## src/rtl/truth_table_sweeper_pkg.sv

```systemverilog
// Shared types and constants for the exhaustive truth-table sweeper.
package tt_sweep_pkg;

  typedef enum logic [1:0] {
    ST_IDLE   = 2'd0,
    ST_SETTLE = 2'd1,
    ST_CHECK  = 2'd2,
    ST_DONE   = 2'd3
  } tt_state_t;

  localparam int MAX_N_IN = 8;
  localparam int SETTLE_W = 4;

endpackage

```

## src/rtl/truth_table_sweeper_if.sv

```systemverilog
// Control/result bundle between the sweeper (master) and whoever starts it and
// supplies the DUT output (slave).
interface truth_table_sweeper_if
  import tt_sweep_pkg::*;
#(
  parameter int N_IN = 4
);
  // Handshake: start is a level request sampled only while idle; stop_on_fail
  // is captured at the same edge; done is a one-cycle completion pulse and the
  // result fields stay stable from done until the next accepted start.
  logic            start;
  logic            stop_on_fail;
  logic            y_dut;
  logic [N_IN-1:0] vec_out;
  logic            busy;
  logic            done;
  logic            pass;
  logic [N_IN:0]   err_count;
  logic [N_IN-1:0] first_fail;
  logic            first_fail_valid;
  tt_state_t       state_dbg;

  modport master (
    input  start, stop_on_fail, y_dut,
    output vec_out, busy, done, pass, err_count, first_fail, first_fail_valid,
           state_dbg
  );

  modport slave (
    output start, stop_on_fail, y_dut,
    input  vec_out, busy, done, pass, err_count, first_fail, first_fail_valid,
           state_dbg
  );
endinterface

```

## src/rtl/truth_table_sweeper_settle_timer.sv

```systemverilog
// Loadable saturating down-counter; expired is high once the count reaches zero.
module settle_timer
  import tt_sweep_pkg::*;
#(
  parameter int SETTLE = 1
) (
  input  logic clk,
  input  logic reset,
  input  logic load,
  output logic expired
);

  // Loading SETTLE-1 makes expired rise on the SETTLE-th cycle after load.
  localparam logic [SETTLE_W-1:0] LOAD_VAL =
    (SETTLE > 0) ? SETTLE_W'(SETTLE - 1) : '0;

  logic [SETTLE_W-1:0] cnt_q, cnt_d;

  always_comb begin
    cnt_d = cnt_q;
    if (load) begin
      cnt_d = LOAD_VAL;
    end else if (cnt_q != '0) begin
      cnt_d = cnt_q - SETTLE_W'(1);
    end
  end

  always_ff @(posedge clk or posedge reset) begin
    if (reset) cnt_q <= '0;
    else       cnt_q <= cnt_d;
  end

  assign expired = (cnt_q == '0);

endmodule

```

## src/rtl/truth_table_sweeper.sv

```systemverilog
// Walks every input vector, holds it for SETTLE cycles, checks y_dut against the
// EXPECTED table and records mismatch count and the first failing vector.
module truth_table_sweeper
  import tt_sweep_pkg::*;
#(
  parameter int                    N_IN     = 4,
  parameter logic [(1<<N_IN)-1:0]  EXPECTED = '0,
  parameter int                    SETTLE   = 1
) (
  input  logic                   clk,
  input  logic                   reset,
  truth_table_sweeper_if.master  bus
);

  localparam logic [N_IN-1:0] VEC_LAST = '1;
  localparam logic [N_IN-1:0] VEC_ONE  = N_IN'(1);
  localparam logic [N_IN:0]   ERR_ONE  = (N_IN + 1)'(1);

  tt_state_t       state_q, state_d;
  logic [N_IN-1:0] vec_q, vec_d;
  logic [N_IN:0]   err_q, err_d;
  logic [N_IN-1:0] ff_q, ff_d;
  logic            ffv_q, ffv_d;
  logic            pass_q, pass_d;
  logic            sof_q, sof_d;
  logic            timer_load;
  logic            timer_expired;
  logic            mismatch;

  settle_timer #(.SETTLE(SETTLE)) u_settle_timer (
    .clk     (clk),
    .reset   (reset),
    .load    (timer_load),
    .expired (timer_expired)
  );

  always_comb begin
    state_d    = state_q;
    vec_d      = vec_q;
    err_d      = err_q;
    ff_d       = ff_q;
    ffv_d      = ffv_q;
    pass_d     = pass_q;
    sof_d      = sof_q;
    timer_load = 1'b0;
    mismatch   = 1'b0;

    case (state_q)
      ST_IDLE: begin
        if (bus.start) begin
          vec_d  = '0;
          err_d  = '0;
          ff_d   = '0;
          ffv_d  = 1'b0;
          pass_d = 1'b0;
          sof_d  = bus.stop_on_fail;
          if (SETTLE > 0) begin
            state_d    = ST_SETTLE;
            timer_load = 1'b1;
          end else begin
            state_d = ST_CHECK;
          end
        end
      end
      ST_SETTLE: begin
        if (timer_expired) state_d = ST_CHECK;
      end
      ST_CHECK: begin
        mismatch = (bus.y_dut != EXPECTED[vec_q]);
        if (mismatch) begin
          err_d = err_q + ERR_ONE;
          if (!ffv_q) begin
            ff_d  = vec_q;
            ffv_d = 1'b1;
          end
        end
        // Terminal compare on the last vector so vec_out never wraps.
        if ((vec_q == VEC_LAST) || (sof_q && mismatch)) begin
          state_d = ST_DONE;
          pass_d  = (err_d == '0);
        end else begin
          vec_d = vec_q + VEC_ONE;
          if (SETTLE > 0) begin
            state_d    = ST_SETTLE;
            timer_load = 1'b1;
          end
        end
      end
      ST_DONE: begin
        state_d = ST_IDLE;
      end
      default: begin
        state_d = ST_IDLE;
      end
    endcase
  end

  always_ff @(posedge clk or posedge reset) begin
    if (reset) begin
      state_q <= ST_IDLE;
      vec_q   <= '0;
      err_q   <= '0;
      ff_q    <= '0;
      ffv_q   <= 1'b0;
      pass_q  <= 1'b0;
      sof_q   <= 1'b0;
    end else begin
      state_q <= state_d;
      vec_q   <= vec_d;
      err_q   <= err_d;
      ff_q    <= ff_d;
      ffv_q   <= ffv_d;
      pass_q  <= pass_d;
      sof_q   <= sof_d;
    end
  end

  assign bus.vec_out          = vec_q;
  assign bus.busy             = (state_q == ST_SETTLE) || (state_q == ST_CHECK);
  assign bus.done             = (state_q == ST_DONE);
  assign bus.pass             = pass_q;
  assign bus.err_count        = err_q;
  assign bus.first_fail       = ff_q;
  assign bus.first_fail_valid = ffv_q;
  assign bus.state_dbg        = state_q;

endmodule

```

## src/flat_wrapper.sv

```systemverilog
// flat-port wrapper written by rule: the top's interface ports become plain ports
module truth_table_sweeper_flat import tt_sweep_pkg::*;
#(
  parameter int                    N_IN     = 4,
  parameter logic [(1<<N_IN)-1:0]  EXPECTED = '0,
  parameter int                    SETTLE   = 1
)
  (clk, reset, bus_start, bus_stop_on_fail, bus_y_dut, bus_vec_out, bus_busy, bus_done, bus_pass, bus_err_count, bus_first_fail, bus_first_fail_valid, bus_state_dbg);
  truth_table_sweeper_if #(.N_IN(N_IN)) bus_i ();
  input  logic clk;
  input  logic reset;
  input wire logic [$bits(bus_i.start)-1:0] bus_start;
  input wire logic [$bits(bus_i.stop_on_fail)-1:0] bus_stop_on_fail;
  input wire logic [$bits(bus_i.y_dut)-1:0] bus_y_dut;
  output wire logic [$bits(bus_i.vec_out)-1:0] bus_vec_out;
  output wire logic [$bits(bus_i.busy)-1:0] bus_busy;
  output wire logic [$bits(bus_i.done)-1:0] bus_done;
  output wire logic [$bits(bus_i.pass)-1:0] bus_pass;
  output wire logic [$bits(bus_i.err_count)-1:0] bus_err_count;
  output wire logic [$bits(bus_i.first_fail)-1:0] bus_first_fail;
  output wire logic [$bits(bus_i.first_fail_valid)-1:0] bus_first_fail_valid;
  output wire logic [$bits(bus_i.state_dbg)-1:0] bus_state_dbg;
  assign bus_i.start = bus_start;
  assign bus_i.stop_on_fail = bus_stop_on_fail;
  assign bus_i.y_dut = bus_y_dut;
  assign bus_vec_out = bus_i.vec_out;
  assign bus_busy = bus_i.busy;
  assign bus_done = bus_i.done;
  assign bus_pass = bus_i.pass;
  assign bus_err_count = bus_i.err_count;
  assign bus_first_fail = bus_i.first_fail;
  assign bus_first_fail_valid = bus_i.first_fail_valid;
  assign bus_state_dbg = bus_i.state_dbg;
  truth_table_sweeper #(.N_IN(N_IN), .EXPECTED(EXPECTED), .SETTLE(SETTLE)) u_core (.clk(clk), .reset(reset), .bus(bus_i));
endmodule
```

## config.mk

```make
export PLATFORM = sky130hd
export DESIGN_NAME = truth_table_sweeper_flat
export DESIGN_NICKNAME = d
export VERILOG_FILES = /design/src/rtl/truth_table_sweeper_pkg.sv /design/src/rtl/truth_table_sweeper_if.sv /design/src/rtl/truth_table_sweeper_settle_timer.sv /design/src/rtl/truth_table_sweeper.sv /design/src/flat_wrapper.sv
export SDC_FILE = /design/constraint.sdc
export NUM_CORES = 1
export LEC_CHECK = 0
export BUFFER_PORTS_ARGS = -buffer_cell sky130_fd_sc_hd__buf_2
export CORE_AREA = 3 3 54 56
export DETAILED_ROUTE_END_ITERATION = 7
export DIE_AREA = 0 0 57 59
export PLACE_DENSITY = 0.7
export SKIP_LAST_GASP = 1
export SYNTH_ARGS = -nofsm -noshare
export SYNTH_HDL_FRONTEND = slang
export SYNTH_SLANG_ARGS = --single-unit
```

## constraint.sdc

```tcl
create_clock -name clk -period 5.4 [get_ports clk]
set_clock_uncertainty 0.05 [all_clocks]
set_input_delay 0.54 -clock clk [delete_from_list [all_inputs] [get_ports clk]]
set_output_delay 0.54 -clock clk [all_outputs]
set_load 0.1 [all_outputs]
```

==> After elaboration in Yosys (flattened, before gate mapping) <==
Memory sizes are Yosys's and may differ from the RTL's.
Cells that the tools add are included.
{ "totals": {"regBits": 22, "romBits": 16, "out_inout_bits": 19, "elab_cells": 65, "mem_count": 1} }
{ "op_classes": {"add_sub_neg": 3, "n_lt_le_gt_ge": 1, "eq_ne": 11, "mux": 25, "n_reduce_logical": 16} }
{ "memory_table": {"columns": ["memory", "depth", "width", "read_ports", "rd_ports_with_merged_regs", "wr", "line_no", "text"], "rows": [
  ["(name not given)", 16, 1, 1, 0, 0, "truth_table_sweeper.sv:69", "mismatch = (bus.y_dut != EXPECTED[vec_q]);"]
]} }
{ "ops": {"columns": ["operator", "count"], "rows": [
  ["4-bit 2-to-1 mux", 6],
  ["4-bit one-hot mux with 2 select lines", 2],
  ["5-bit 2-to-1 mux", 3],
  ["5-bit one-hot mux with 2 select lines", 1],
  ["3-bit AND reduction", 3],
  ["2-bit one-hot mux with 4 select lines", 1],
  ["1-bit 2-to-1 mux", 6],
  ["2-bit 2-to-1 mux", 3],
  ["2-bit by 1-bit inequality test with 1-bit output, second input constant", 3],
  ["2-bit inequality test, second input constant", 3],
  ["1-bit one-hot mux with 2 select lines", 3],
  ["2-bit AND reduction", 3],
  ["5-bit by 1-bit adder with 5-bit output, second input constant", 1],
  ["5-bit zero test", 1],
  ["4-bit by 5-bit < comparator with 1-bit output, second input constant", 1],
  ["4-bit by 1-bit adder with 4-bit output, second input constant", 1],
  ["2-bit == test, second input constant", 2],
  ["4-bit == test, second input constant", 1],
  ["4-bit zero test", 1],
  ["4-bit AND reduction", 1],
  ["2-bit nonzero test", 2],
  ["4-bit nonzero test", 1],
  ["4-bit by 1-bit subtractor with 4-bit output, second input constant", 1],
  ["2-bit by 1-bit == test with 1-bit output, second input constant", 1],
  ["other kinds (4)", 5]
]} }

==> Longest topological paths before layout <==
Gate-level depths: netlist of run 1.
{ "depth": {"ltp_word": 8, "mapped_depth": 7, "mapped_depth_nobuf": 6} }

==> Hierarchy <==
Synthesis of run 1 repeated with hierarchy kept, for this count alone.
{ "hier_totals": {"hier_cells": 131, "hier_area_um2": 1375.1} }
{ "modules_own_cells": {"columns": ["module", "instances", "cells_per_inst", "area_each_um2", "seq_area_each_um2"], "rows": [
  ["truth_table_sweeper", 1, 108, 1143.6, 450.4],
  ["settle_timer", 1, 23, 231.5, 100.1]
]} }

==> Worst setup path after synthesis of run 1 <==
Ideal clock, no wire load.
{ "synth_timing": {"kind": "register to output", "start": "register u_core.state_q[0], in the netlist u_core.bus.state_dbg[0]", "end": "output port bus_busy", "arrival_ps": 2070, "t_required_ps": 4810, "slack_ps": 2740, "stages_incl_launch_ff": 3, "n_path_buf": 0, "cell_sequence": "dfrtp_1 > inv_1 > ha_1"} }
{ "synth_between": {"elab_chain_len": 2, "word_cells_on_any_way": 3} }
{ "synth_lines": {"columns": ["item", "line_no", "text"], "rows": [
  ["from (decl)", "truth_table_sweeper.sv:19", "tt_state_t state_q, state_d;"],
  ["from (signal assigned)", "truth_table_sweeper.sv:108", "state_q <= state_d;"],
  ["2-bit by 1-bit == test with 1-bit output / 2-bit == test (equally long branches)", "truth_table_sweeper.sv:119", "assign bus.busy = (state_q == ST_SETTLE) || (state_q == ST_CHECK);"],
  ["1-bit logical OR (*)", "truth_table_sweeper.sv:119", null],
  ["to (decl)", "flat_wrapper.sv:16", "output wire logic [$bits(bus_i.busy)-1:0] bus_busy;"]
]} }
Mark *: on every way between the ends. The rest lies on a longest branch, timed or not.

==> Final worst setup path of run 1 <==
{ "layout_timing": {"start": "register u_core.state_q[0], in the netlist u_core.bus.state_dbg[0]", "end": "register u_core.ff_q[2], in the netlist u_core.bus.first_fail[2]"} }
{ "layout_between": {"elab_chain_len": 3, "word_cells_on_any_way": 8} }
{ "layout_lines": {"columns": ["item", "line_no", "text"], "rows": [
  ["2-bit == test / 2-bit zero test (equally long branches)", "truth_table_sweeper.sv:48", "case (state_q)"],
  ["2-bit inequality test (no line) (tied with other cells)", null, null],
  ["4-bit AND reduction (no line)", null, null],
  ["to (signal assigned)", "truth_table_sweeper.sv:103", "ff_q <= '0;"],
  ["to (signal assigned)", "truth_table_sweeper.sv:111", "ff_q <= ff_d;"],
  ["to (decl)", "truth_table_sweeper.sv:22", "logic [N_IN-1:0] ff_q, ff_d;"]
]} }
Several ways; a longest one is shown, not always the timed one.
A chain may end at the register's enable or synchronous reset.

==> results.md, run 1 <==
- Status: finished clean
- CP Capture Type: flop
- Cell area after synthesis: 1220 um^2
- Skew-Pair Late Insertion Delay: 0.30 ns
- Worst Max-Slew Pin Slew: 0.983 ns
- CTS H-Tree Depth: 1
- Nets: 162
- GRT overflow: 0
- MaxCap Viol Count: 0
- Die X: 57 um
- ANT nets after route: 0
- Gr usage total: 16.6%
- Via density: 5.71
- Die H: 59 um
- Syn Nets: 140
- # port buffers: 23
- Ys async rst share: 100%
- Worst EP required: 5.55 ns
- Fin crit share: 48.9%
- Crit path max fanout: 21
- Share of the synthesized area in the top cell type: 45.1%
- Most frequent cells in the layout: buf_2, dfrtp_1, nand2_1, o21ai_0
- Pre-Repair DR Iteration Count: 4
- Antenna violations before repair: 0
- Wire length per cell: 14.2 um
- Clk buf depth: 2
- CTS clk-pin slew, worst paths: 0.13 ns
- Cell Area, Placed: 1350 um^2
- Final Hold Viols: 0
- Fin area: 1390 um^2
- Seq cells post-synth: 22
- Post-Route Setup TNS: 0 ns
- Library cells used by synthesis: 28
- Setup violations, final: 0
- Min cycle time layout: 2.64 ns
- Worst Setup Start Kind: flop
- Cells after Synth: 127
- RSZ-0062 raised after global routing: false
- Ys Warns: 0
- Dpl hpwl: 1.83 mm
- Avg Cell Area, Syn: 9.62 um^2
- Area Growth Syn to Fin: 13.4%
- Vias: 1016
- CTS sink cnt: 22
- Share of layout cells above drive strength 1: 22.3%
- Worst path arrival time: 2.79 ns
- Crit path from: u_core.bus.state_dbg[0]
- Synth top area cells: dfrtp_1, ha_1, nand2_1, a22o_1, o21ai_0
- CP Class: flop to flop
- Site Rows: 18
- Post-CTS Resized: 0
- Highest Clock Rate: 0.378 GHz
- CTS Root Cell: clkbuf_4
- Leading area contributor after synthesis: dfrtp_1
- Most common cell after layout, fill and taps aside: buf_2
- First-pass GRT wire length: 4.42 mm
- Register area share after synthesis: 45.1%
- Hold WC Path Type: input port to asynchronous set/reset pin
- Gpl congestion: 0.772
- Max-slew headroom: 32.6%
- Largest net degree at the start of global routing: 23
- Die area: 3360 um^2
- WL final: 2.53 mm
- Post-synth EDFFs: 0
- Postcts setup bufs: 0
- Iter 0 DRT Violations: 45
- Ys flop type: dfrtp_1
- Via count of the first global-routing pass: 976
- Total CTS buffers: 3
- Area of the core: 2480 um^2
- CTS tree: yes
- Antenna cells: 0
- CTS Hold Bufs: 0
- FF-to-FF Start: u_core.bus.state_dbg[0]
- Starting density of the core: 49.3%
- I/O pin count: 24
- Final Max Tran Viols: 0
- Post-detailed-route DRC marker count: 0
-- state kept, by name, summed over array words and instances, names as in the netlist --
signal	count
u_core.u_settle_timer.cnt_q	4
u_core.bus.first_fail_valid	1
u_core.bus.pass	1
u_core.bus.err_count	5
u_core.sof_q	1
u_core.bus.state_dbg	2
u_core.bus.vec_out	4
u_core.bus.first_fail	4
-- kinds of logic (layout without fill, tap and decap cells) --
group	after synthesis	in the layout	synth area share, %
flip-flops	22	22	45.1
AND/OR/NAND/NOR	40	40	15.5
AO/OA/AOI/OAI	33	33	18.5
XOR/XNOR	4	4	2.87
multiplexers	6	6	5.33
adder cells (fa/ha/maj)	8	8	8.20
buffers and inverters	14	35	4.51
-- metrics by stage --
step | cells | setup WS (ns) | hold WS (ns) | utilization (%)
floorplan | 127 | 2.74 | 0.473 | -
global placement | 174 | 2.97 | 0.450 | 54.4
detailed placement | 174 | 2.86 | 0.466 | 54.4
CTS | 178 | 2.82 | 0.359 | 55.9
global route | 178 | 2.50 | 0.390 | 55.9
finish | 178 | 2.76 | 0.340 | 55.9
-- worst max-delay path, stage by stage (launching register included) --
cell	delay (ns)
dfrtp_1	0.44
inv_1	0.14
ha_1	0.64
mux2i_1	0.51
a21oi_1	0.45
nor2b_1	0.09
a31o_2	0.22
-- cell usage after synthesis, types with 3 or more instances --
library cell,n
dfrtp_1,22
nand2_1,17
o21ai_0,10
ha_1,8
inv_1,8
a21oi_1,7
a22o_1,6
nor2_1,6
clkbuf_1,4
nand3_1,4
xnor2_1,4
a31oi_1,3
a32o_1,3
mux2_2,3
nand4_1,3
nor3_1,3
-- area by class of cell --
| class | instances | area (um^2) |
|---|---|---|
| clock buffers | 4 | 36.3 |
| fillers | 221 | 1090 |
| inverters | 8 | 30.0 |
| multi-input cells | 91 | 616 |
| flip-flops and latches | 22 | 551 |
| well taps | 30 | 37.5 |
| repair buffers | 23 | 115 |
-- per-layer routing --
metal / global-route usage [%] / part of all wire (%) / vias to the layer above
met1: 21.9 / 44 / 486
li1: - / - / 494
met2: 26.9 / 49 / 30
met3: 2.83 / 5.5 / 6
met5: 0 / 0 / -
met4: 6.95 / 1.5 / 0
-- final timing paths --
check                                                end  depth (start not counted)  slack [ns]
worst max register to register  u_core.bus.first_fail[2]                          6        2.76
worst min register to register           u_core.bus.pass                          1        0.48
max in group asynchronous          u_core.bus.vec_out[3]                          2        4.43
worst min-delay path             u_core.bus.state_dbg[1]                          2        0.34
min in group clk                            u_core.sof_q                          2        0.42
worst max-delay path            u_core.bus.first_fail[2]                          6        2.76
Power of run 1 is left out: the tool's default activity adds up to more than one toggle a clock period on the data nets, which glitch-free logic cannot reach.
==> run 2, diff against run 1 <==
CORE_AREA = 3 3 55 57   (was 3 3 54 56)
DIE_AREA = 0 0 58 60   (was 0 0 57 59)
clock period = 2.2 ns   (was 5.4 ns; I/O delays follow)
==> run 2 against run 1 <==
The run now ends with hold timing left; critical path depth shrank 1; die area increased by 3.5%; final cell count up 1.1%; register-to-register slack got worse by 2.5 ns; via count down 2.1%; hold slack got worse by 0.35 ns; cell area is 1.6% higher; sequential share of layout area decreased by 0.28 points; flip-flop and latch count stayed put; maximum frequency grew 37%; worst setup slack worse by 2.5 ns; critical endpoint unchanged.
==> results.md, run 2 (synthesis gave the netlist of run 1 again) <==
- Total CTS buffers: 3 (unchanged)
- Final Max Tran Viols: 0 (unchanged)
- Area of the core: 2520 um^2 (+1.8%)
- Worst path cell trace: inv_1, ha_2, mux2i_1, a21oi_1, a31o_2
- Gr usage total: 17.2% (+0.62 points)
- Via density: 5.53 (-3.2%)
- Antenna violations before repair: 0 (unchanged)
- Antenna cells: 0 (unchanged)
- Clk buf depth: 2 (unchanged)
- CTS clk-pin slew, worst paths: 0.13 ns (about the same)
- Worst path arrival time: 2.10 ns (-0.69 ns)
- CTS tree: yes
- CP Capture Type: flop
- ANT nets after route: 0 (unchanged)
- Site Rows: 18 (unchanged)
- Skew-Pair Late Insertion Delay: 0.31 ns (about the same)
- Fill cell count: 237 (+7.2%)
- Status: finished with violations
- Share of layout cells above drive strength 1: 26.7% (+4.4 points)
- Dpl hpwl: 1.88 mm (+2.8%)
- Area Growth Syn to Fin: 15.3%
- Worst Max-Slew Pin Slew: 0.819 ns (-0.164 ns)
- Hold WS: -0.00679 ns (-0.347 ns)
- Starting density of the core: 48.4% (-0.88 points)
- Largest net degree at the start of global routing: 23 (unchanged)
- Most common cell after layout, fill and taps aside: buf_2
- Violated checks: hold timing
- Max FFs per register: 5 (unchanged)
- CP Class: flop to flop
- Fin crit share: 88.0% (+39 points)
- Wire length per cell: 14.1 um (-0.72%)
- MaxCap Viol Count: 0 (unchanged)
- Non-Filler Instances: 180 (+1.1%)
- Nets: 164 (+1.2%)
- Post-detailed-route DRC marker count: 0 (unchanged)
- Postcts setup bufs: 0 (unchanged)
- CTS sink cnt: 22 (unchanged)
- Die X: 58 um (+1.8%)
- Post-CTS Resized: 0 (unchanged)
- I/O pin count: 24 (unchanged)
- # port buffers: 23 (unchanged)
- Die area: 3480 um^2 (+3.5%)
- Max-slew headroom: 45.3% (+13 points)
- CTS Hold Bufs: 0 (unchanged)
- Crit path max fanout: 6 (-71%)
- First-pass GRT wire length: 4.53 mm (+2.5%)
- Die H: 60 um (+1.7%)
- Highest Clock Rate: 0.516 GHz (+37%)
- Worst Setup Start Kind: flop
- Via count of the first global-routing pass: 1023 (+4.8%)
- Vias: 995 (-2.1%)
- Gpl congestion: 0.743 (-3.8%)
- Slowest CP cell: mux2i_1
- CP peak stage delay: 0.49 ns (-0.15 ns)
- GRT overflow: 0 (unchanged)
- Placed Instances: 176 (+1.1%)
- CTS Root Cell: clkbuf_4
- Pre-Repair DR Iteration Count: 4 (unchanged)
- Hold WC Path Type: input port to asynchronous set/reset pin
- Most frequent cells in the layout: buf_2, dfrtp_1, nand2_1, o21ai_0, inv_1
- Post-Route Setup TNS: 0 ns (unchanged)
- WL final: 2.54 mm (+0.39%)
- Final Hold Viols: 22 (+22)
- RSZ-0062 raised after global routing: false
- Worst EP required: 2.37 ns (-3.18 ns)
- Setup violations, final: 0 (unchanged)
- CTS H-Tree Depth: 1 (unchanged)
- Iter 0 DRT Violations: 29 (-36%)
- Min cycle time layout: 1.94 ns (-0.707 ns)
## run 2: critical path, delay by kind of cell (launching register included)
kind | cells | cell delay, ns
mux | 1 | 0.49
flops | 1 | 0.45
fa+ha+maj | 1 | 0.23
buf+inv | 1 | 0.13
compound gates | 2 | 0.50
## run 2: path summary, 6_finish.rpt
| kind | startpoint | to | slack [ns] | cells past startpoint |
|---|---|---|---|---|
| min | reset | u_core.u_settle_timer.cnt_q[3] | -0.007 | 2 |
| max in group asynchronous | reset | u_core.bus.vec_out[0] | 1.55 | 2 |
| max reg2reg | u_core.bus.state_dbg[0] | u_core.bus.first_fail[2] | 0.26 | 5 |
| min in group clk | bus_stop_on_fail | u_core.sof_q | 0.09 | 2 |
| max | u_core.bus.state_dbg[0] | u_core.bus.first_fail[2] | 0.26 | 5 |
| min reg2reg | u_core.bus.pass | u_core.bus.pass | 0.48 | 1 |
## run 2: area by class of cell
cell class	count	area, um^2	area share [%]
sequential	22	556	39.5
inverter	8	30.0	2.13
clock buffer	4	36.3	2.58
tap	30	37.5	2.67
timing repair buffer	25	130	9.24
multi-input combinational	91	618	43.9
## run 2: metal layers
metal  track usage [%]  routed length, um  vias up
li1                  -                  -      496
met1              21.4               1210      478
met2              28.2               1200       16
met3              3.89                 97        5
met4              7.95                 40        0
met5                 0                  0        -
## run 2: stage by stage
stage | setup slack (ns) | utilization, % | hold slack (ns) | instance area [um^2]
2_1_floorplan | 0.0345 | - | 0.159 | 1230
4_1_cts | 0.253 | 55.8 | 0.0221 | 1410
6_report | 0.264 | 55.8 | -0.00679 | 1410
3_5_place_dp | 0.273 | 54.4 | 0.372 | 1370
5_1_grt | 0.134 | 55.8 | 0.0523 | 1410
3_3_place_gp | 0.324 | 54.4 | 0.366 | 1370
Power of run 2 is left out for the same reason.
